`src/rtl/ram_rd_check.sv`:
```
// Read-side checker for the single-port block RAM: sweeps every address after a
// start pulse, streams the words out and compares them with the writer's pattern.
module ram_rd_check #(
   parameter int ADDR_W     = 5,
   parameter int DATA_W     = 8,
   parameter int DEPTH      = 32,
   parameter int RD_LAT     = 1,
   parameter int PAT_OFFSET = 0
) (
   input  logic              sys_clk,
   input  logic              sys_rst,
   input  logic              start,
   output logic              ram_en,
   output logic              ram_we,
   output logic [ADDR_W-1:0] ram_addr,
   input  logic [DATA_W-1:0] ram_rd_data,
   output logic              busy,
   output logic              rd_valid,
   output logic [DATA_W-1:0] rd_data,
   output logic [ADDR_W-1:0] rd_addr,
   output logic              done,
   output logic              err,
   output logic [ADDR_W:0]   err_cnt,
   output logic [ADDR_W-1:0] first_err_addr
);

   // state   | meaning
   // IDLE    | waiting for start
   // READ    | presenting addresses 0..DEPTH-1
   // DRAIN   | waiting for in-flight reads to return
   // DONE    | one-cycle done pulse, results held
   localparam logic [1:0] S_IDLE  = 2'd0;
   localparam logic [1:0] S_READ  = 2'd1;
   localparam logic [1:0] S_DRAIN = 2'd2;
   localparam logic [1:0] S_DONE  = 2'd3;

   localparam logic [ADDR_W-1:0] LAST_ADDR = ADDR_W'(DEPTH - 1);
   localparam logic [DATA_W-1:0] PAT_OFS_W = DATA_W'(PAT_OFFSET);

   logic [1:0]        r_state;
   logic              r_ram_en;
   logic [ADDR_W-1:0] r_ram_addr;
   logic              r_busy;
   logic              r_rd_valid;
   logic [DATA_W-1:0] r_rd_data;
   logic [ADDR_W-1:0] r_rd_addr;
   logic              r_done;
   logic              r_err;
   logic [ADDR_W:0]   r_err_cnt;
   logic [ADDR_W-1:0] r_first_err_addr;

   logic              w_tap_vld;
   logic [ADDR_W-1:0] w_tap_addr;
   logic              w_pipe_busy;
   logic [DATA_W-1:0] w_exp;
   logic              w_mis;

   // The tap is the (valid, addr) pair whose data is on ram_rd_data this cycle.
   generate
      if (RD_LAT == 1) begin : g_lat1
         assign w_tap_vld   = r_ram_en;
         assign w_tap_addr  = r_ram_addr;
         assign w_pipe_busy = r_ram_en;
      end else begin : g_latn
         logic [RD_LAT-2:0] r_pv;
         logic [ADDR_W-1:0] r_pa [RD_LAT-1];

         always_ff @(posedge sys_clk) begin
            if (sys_rst) begin
               r_pv <= '0;
               for (int i = 0; i < RD_LAT - 1; i++) r_pa[i] <= '0;
            end else begin
               r_pv[0] <= r_ram_en;
               r_pa[0] <= r_ram_addr;
               for (int i = 1; i < RD_LAT - 1; i++) begin
                  r_pv[i] <= r_pv[i-1];
                  r_pa[i] <= r_pa[i-1];
               end
            end
         end

         assign w_tap_vld   = r_pv[RD_LAT-2];
         assign w_tap_addr  = r_pa[RD_LAT-2];
         assign w_pipe_busy = r_ram_en | (|r_pv);
      end
   endgenerate

   assign w_exp = DATA_W'(w_tap_addr) + PAT_OFS_W;
   assign w_mis = w_tap_vld && (ram_rd_data != w_exp);

   always_ff @(posedge sys_clk) begin
      if (sys_rst) begin
         r_state          <= S_IDLE;
         r_ram_en         <= 1'b0;
         r_ram_addr       <= '0;
         r_busy           <= 1'b0;
         r_rd_valid       <= 1'b0;
         r_rd_data        <= '0;
         r_rd_addr        <= '0;
         r_done           <= 1'b0;
         r_err            <= 1'b0;
         r_err_cnt        <= '0;
         r_first_err_addr <= '0;
      end else begin
         r_rd_valid <= w_tap_vld;
         r_done     <= 1'b0;
         if (w_tap_vld) begin
            r_rd_data <= ram_rd_data;
            r_rd_addr <= w_tap_addr;
         end
         if (w_mis) begin
            r_err <= 1'b1;
            if (r_err_cnt != '1) r_err_cnt <= r_err_cnt + (ADDR_W+1)'(1);
            if (!r_err) r_first_err_addr <= w_tap_addr;
         end

         case (r_state)
            S_IDLE: begin
               if (start) begin
                  r_state          <= S_READ;
                  r_ram_en         <= 1'b1;
                  r_ram_addr       <= '0;
                  r_busy           <= 1'b1;
                  r_err            <= 1'b0;
                  r_err_cnt        <= '0;
                  r_first_err_addr <= '0;
               end
            end
            S_READ: begin
               if (r_ram_addr == LAST_ADDR) begin
                  r_ram_en   <= 1'b0;
                  r_ram_addr <= '0;
                  r_state    <= S_DRAIN;
               end else begin
                  r_ram_addr <= r_ram_addr + ADDR_W'(1);
               end
            end
            S_DRAIN: begin
               if (!w_pipe_busy) begin
                  r_state <= S_DONE;
                  r_done  <= 1'b1;
                  r_busy  <= 1'b0;
               end
            end
            default: r_state <= S_IDLE;
         endcase
      end
   end

   assign ram_en         = r_ram_en;
   assign ram_we         = 1'b0;
   assign ram_addr       = r_ram_addr;
   assign busy           = r_busy;
   assign rd_valid       = r_rd_valid;
   assign rd_data        = r_rd_data;
   assign rd_addr        = r_rd_addr;
   assign done           = r_done;
   assign err            = r_err;
   assign err_cnt        = r_err_cnt;
   assign first_err_addr = r_first_err_addr;

endmodule
```
`config.mk`:
```
export PLATFORM = sky130hd
export DESIGN_NAME = ram_rd_check
export DESIGN_NICKNAME = d
export VERILOG_FILES = /design/src/rtl/ram_rd_check.sv
export SDC_FILE = /design/constraint.sdc
export NUM_CORES = 1
export LEC_CHECK = 0
export BUFFER_PORTS_ARGS = -buffer_cell sky130_fd_sc_hd__buf_2
export CAP_MARGIN = 20
export CORE_MARGIN = 4
export CORE_UTILIZATION = 48
export CTS_BUF_LIST = sky130_fd_sc_hd__clkbuf_4 sky130_fd_sc_hd__clkbuf_8
export DETAILED_ROUTE_END_ITERATION = 10
export MAX_ROUTING_LAYER = met4
export PLACE_DENSITY = 0.78
export SETUP_SLACK_MARGIN = 0.1
export SYNTH_ARGS = -nofsm -noshare
export SYNTH_HDL_FRONTEND = slang
export SYNTH_SLANG_ARGS = --single-unit
```
`constraint.sdc`:
```
create_clock -name sys_clk -period 1.6 [get_ports sys_clk]
set_input_delay 0.16 -clock sys_clk [delete_from_list [all_inputs] [get_ports sys_clk]]
set_output_delay 0.16 -clock sys_clk [all_outputs]
set_load 0.005 [all_outputs]
```
[Word level (Yosys, flattened, before mapping)]
Cells that the tools add are included.
W data, S select, Z words.
Word-level totals
  bits in registers: 36
  input bits: 11
  output and inout bits: 35
  logic and storage cells: 55
Operators by class
  add/subtract/negate cells: 2
  equal/unequal tests: 8
  multiplexer cells: 24
  bitwise gates (word level): 1
  reduce and logical (&&, ||, !) cells: 9
Operator list (count)
  $mux W5: 6
  $mux W6: 4
  $pmux W5 S2: 1
  $reduce_and A3 Y1: 3
  $ne A8 B5 Y1: 1
  $mux W1: 7
  $add A6 B1 Y6 const B: 1
  $mux W2: 3
  $ne A2 B2 Y1 const B: 3
  $ne A6 B6 Y1 const B: 1
  $pmux W2 S3: 1
  $add A5 B1 Y5 const B: 1
  $eq A5 B5 Y1 const B: 1
  $pmux W1 S2: 2
  $reduce_bool A2 Y1: 2
  $eq A2 B1 Y1 const B: 1
  $eq A2 B2 Y1 const B: 1
  $logic_not A2 Y1: 1
  $reduce_and A2 Y1: 1
  $reduce_or A2 Y1: 1
  $logic_and A1 B1 Y1: 1
  $not A1 Y1: 1

[Longest topological paths before layout]
  word-level depth: 5
  gate-level depth with buffers: 7
  gate-level depth less buffers: 7

[Least setup slack after synthesis]
OpenSTA, ideal clock, no wires.
  path type: reg-to-reg
  start point: register r_ram_addr[0] (netlist: ram_addr[0])
  end point: register r_ram_addr[2] (netlist: ram_addr[2])
  setup time: 70 ps
  arrival: 1723 ps
  required time: 1530 ps
  setup slack: -193 ps
  stages on the path, launching flop included: 7
  buffers on the path: 0
  clock period less this slack: 1793 ps
  path through: dfxtp_1 ha_1 and3_1 ha_1 nand2b_1 or4b_1 a21oi_1
On the way
  word-level cells in the longest chain between the ends: 3
  elaborated cells between the ends (all ways): 4
  classes of those cells: add/sub (1); eq/ne (1); mux (2)
RTL lines
  start: declaration: line 42  | logic [ADDR_W-1:0] r_ram_addr;
  start signal: assignment: line 135  | r_ram_addr <= r_ram_addr + ADDR_W'(1);
  $add A5 B1 Y5 or $eq A5 B5 Y1 (tied branches): line 135, 130
  $mux W5 *: line 130  | if (r_ram_addr == LAST_ADDR) begin
  $pmux W5 S2 *: line 117  | case (r_state)
Mark *: on every way between the ends. The rest lies on a longest branch, timed or not.
A chain may end at the register's enable or synchronous reset.

[Worst setup path after layout]
  start point: register r_ram_addr[1] (netlist: ram_addr[1])
  end point: register r_ram_addr[2] (netlist: ram_addr[2])
Same word-level chain as after synthesis.

==> results.txt <==
Root Driver - clkbuf_4
largest net degree at the start of global routing - 17
PwrDens - 1300 mW/mm^2
Mean Syn Cell Area - 9.20 um^2
clk_lat worst skew - 0.33 ns
CP bufs+invs - 0
reg2reg path depth - 6
number of fill cells in the layout - 233
Post-synth EDFFs - 0
worst reg2reg startpoint - ram_addr[1]$_SDFFE_PP0P_
CP Depth - 6
post-route minimum period - 1.65 ns
register area share after synthesis - 0.450
Synth cell types - 37
1st-pass router iterations - 4
final net count - 255
number of max-cap violations - 0
maximum level of the CTS H-tree - 2
vias in the first global route - 1400
TritonCTS clock tree - done
Iter 0 DRT Violations - 134
max-slew violations - 0
global-route wire length before repair - 6040 um
Setup Skew - 0.0148 ns
outcome - complete, but fails checks
area taken by multi-input logic gates - 990 um^2
Worst Path Required - 1.87 ns
Top Ports - 46
Via-to-Cell Ratio - 5.14
fin crit share - 1.03
Final Hold Vio Count - 0
synthesized area - 0.00160 mm^2
via count - 1450
# hold bufs at CTS - 0
antenna-violating nets left - 0
Setup WS post-layout - -0.0473 ns
share of the synthesized area in the top cell type - 0.450
critical path's slowest cell - or4b_4
Cell Count, Final, Fillers Out - 282
# rows - 20
Critical Path End Type - flip-flop
Syn. warnings - 0
Peak VDD IR - 797 uV
CP delay by family, top - simple AND/OR/NAND/NOR gates
Die Footprint - 0.00432 mm^2
last element of the critical path - ram_addr[2]$_SDFFE_PP0P_
DRT Wirelength - 3770 um
GRT overflow - 0
violated checks - negative setup slack
Die Ht - 65.8 um
drt wl/cell - 13.4 um
Crit Path Max Fanout - 5
Total GRT Usage - 0.181
Critical Path AT - 1.92 ns
most common cell in the netlist - dfxtp_1
Cell Chain, Critical Path - ha_4 > and3_4 > ha_4 > nand2b_4 > or4b_4 > a21oi_2
Clock Sink Count - 36
worst reg-to-reg setup slack - -0.05 ns
critical path class - reg -> reg
Layout area overhead - 38.8%
Achievable Freq - 607 MHz
clock-pin slew of the registers on the worst-case setup and hold paths - 0.11 ns
unrepaired setup endpoints after global routing - true
Hold Crit Class - in -> reg
Synth Flop Type - dfxtp_1
critical path startpoint - ram_addr[1]$_SDFFE_PP0P_
P_leak - 0.00101 uW
leading area contributor after synthesis - dfxtp_1
Placed Instances - 270
initial antenna violation count - 0
core area - 0.00313 mm^2
Post-synth top cells - 36 x dfxtp_1, 27 x nor2_1, 19 x mux2i_1, 17 x nand2_1, 13 x a21oi_1
clock buffer depth - 2
TritonCTS Buffers - 5
Final setup viols - 2
setup TNS - -0.0782 ns
GPL Wtd Cong - 0.825
net count after synthesis - 192
top cells by area, synth - dfxtp_1 45%, mux2i_1 12%, nor2_1 6.3%
post-DP HPWL - 2690 um
FF+latch count, synth - 36
diode count - 0
FF+latch area - 734 um^2
share of layout cells above drive strength 1 - 0.445
Worst path max stage delay - 0.49 ns
Buffers on Ports - 44
chip width - 65.8 um
CP startpoint kind - flip-flop
Mapped Cells - 174
DRC errors left - 0
Critical Path Most Common Cell - ha_4
post-synthesis async set-or-reset flop share - 0
Starting Density - 0.512
worst r2r dst - ram_addr[2]$_SDFFE_PP0P_
## stage by stage
stage | utilization | power (uW) | hold WS, ns | instance area, um^2 | setup WS (ns)
2_1_floorplan | - | 1850 | 0.307 | 1660 | -0.0155
3_3_place_gp | 0.644 | 2220 | 0.418 | 2020 | -0.00650
3_5_place_dp | 0.644 | 2240 | 0.428 | 2020 | -0.0443
4_1_cts | 0.674 | 2790 | 0.0917 | 2110 | -0.0319
5_1_grt | 0.711 | 3060 | 0.105 | 2220 | -0.116
6_report | 0.711 | 2880 | 0.106 | 2220 | -0.0473
## tightest hold or removal path, stage by stage
cell and delay [ns]:
buf_2 0.09, mux2i_1 0.06, nor2_1 0.08
## area by class of cell
class / instances / share of cell area
Multi-Input combinational cell: 128 / 0.445
Sequential cell: 36 / 0.330
Timing Repair Buffer: 63 / 0.165
Clock buffer: 8 / 0.0298
Tap cell: 44 / 0.0248
Inverter: 3 / 0.00506
## metal layers
metal,track usage,routed length [um]
met5,-,0
met4,0.0466,15
met3,0.0427,213
met2,0.307,1840
met1,0.216,1710
## worst min path at each step
stage	startpoint	end	slack, ns	depth (start not counted)
3_3_place_gp	ram_rd_data[5]	rd_data[5]$_SDFFE_PP0P_	0.42	3
4_1_cts	ram_rd_data[7]	rd_data[7]$_SDFFE_PP0P_	0.09	3
2_1_floorplan	ram_rd_data[0]	rd_data[0]$_SDFFE_PP0P_	0.31	2
3_5_place_dp	ram_rd_data[7]	rd_data[7]$_SDFFE_PP0P_	0.43	3
5_1_grt	ram_rd_data[7]	rd_data[7]$_SDFFE_PP0P_	0.11	3
6_report	ram_rd_data[7]	rd_data[7]$_SDFFE_PP0P_	0.11	3
## layout by cell type, fill, tap and decap left out, drive strengths merged, types with 2 or more instances in the layout
cell     n
clkbuf   8
buf     63
or3      2
nor2    27
nand2   18
inv      3
nor2b    2
ha       7
nand2b   3
a21oi   13
mux2i   19
dfxtp   36
nand3    5
nor3     3
a32oi    2
xor2     5
o21ai    6
## flip-flops by register name, summed over array words and instances, names as in the netlist
register and cells:
busy 1, done 1, err 1, err_cnt 6
first_err_addr 5, r_state 2, ram_addr 5, ram_en 1
rd_addr 5, rd_data 8, rd_valid 1
## timing repair
| action | CTS | global route |
|---|---|---|
| pin swaps | 6 | 9 |
| resized for setup | 4 | 23 |
| hold endpoints to repair | 0 | 0 |
| setup buffers | 1 | 3 |
| setup endpoints to repair | 13 | 15 |
## power breakdown
group	total (uW)	internal, uW	switching [uW]
registers	1120	1020	98.3
logic	1220	572	650
clock network	537	251	286
total	2880	1850	1030
## kinds of logic (layout without fill, tap and decap cells)
group / after synthesis / after routing / share of synthesized area
and+or+nand+nor: 66 / 66 / 0.201
DFF: 36 / 36 / 0.450
AOI/OAI and AO/OA: 29 / 29 / 0.113
muxes: 19 / 19 / 0.119
buffers and inverters: 10 / 74 / 0.0273
adders and majority gates: 7 / 7 / 0.0547
xor gates and xnor gates: 6 / 6 / 0.0328
other: 1 / 1 / 0.00234
Power figures use the tool's default switching activity.
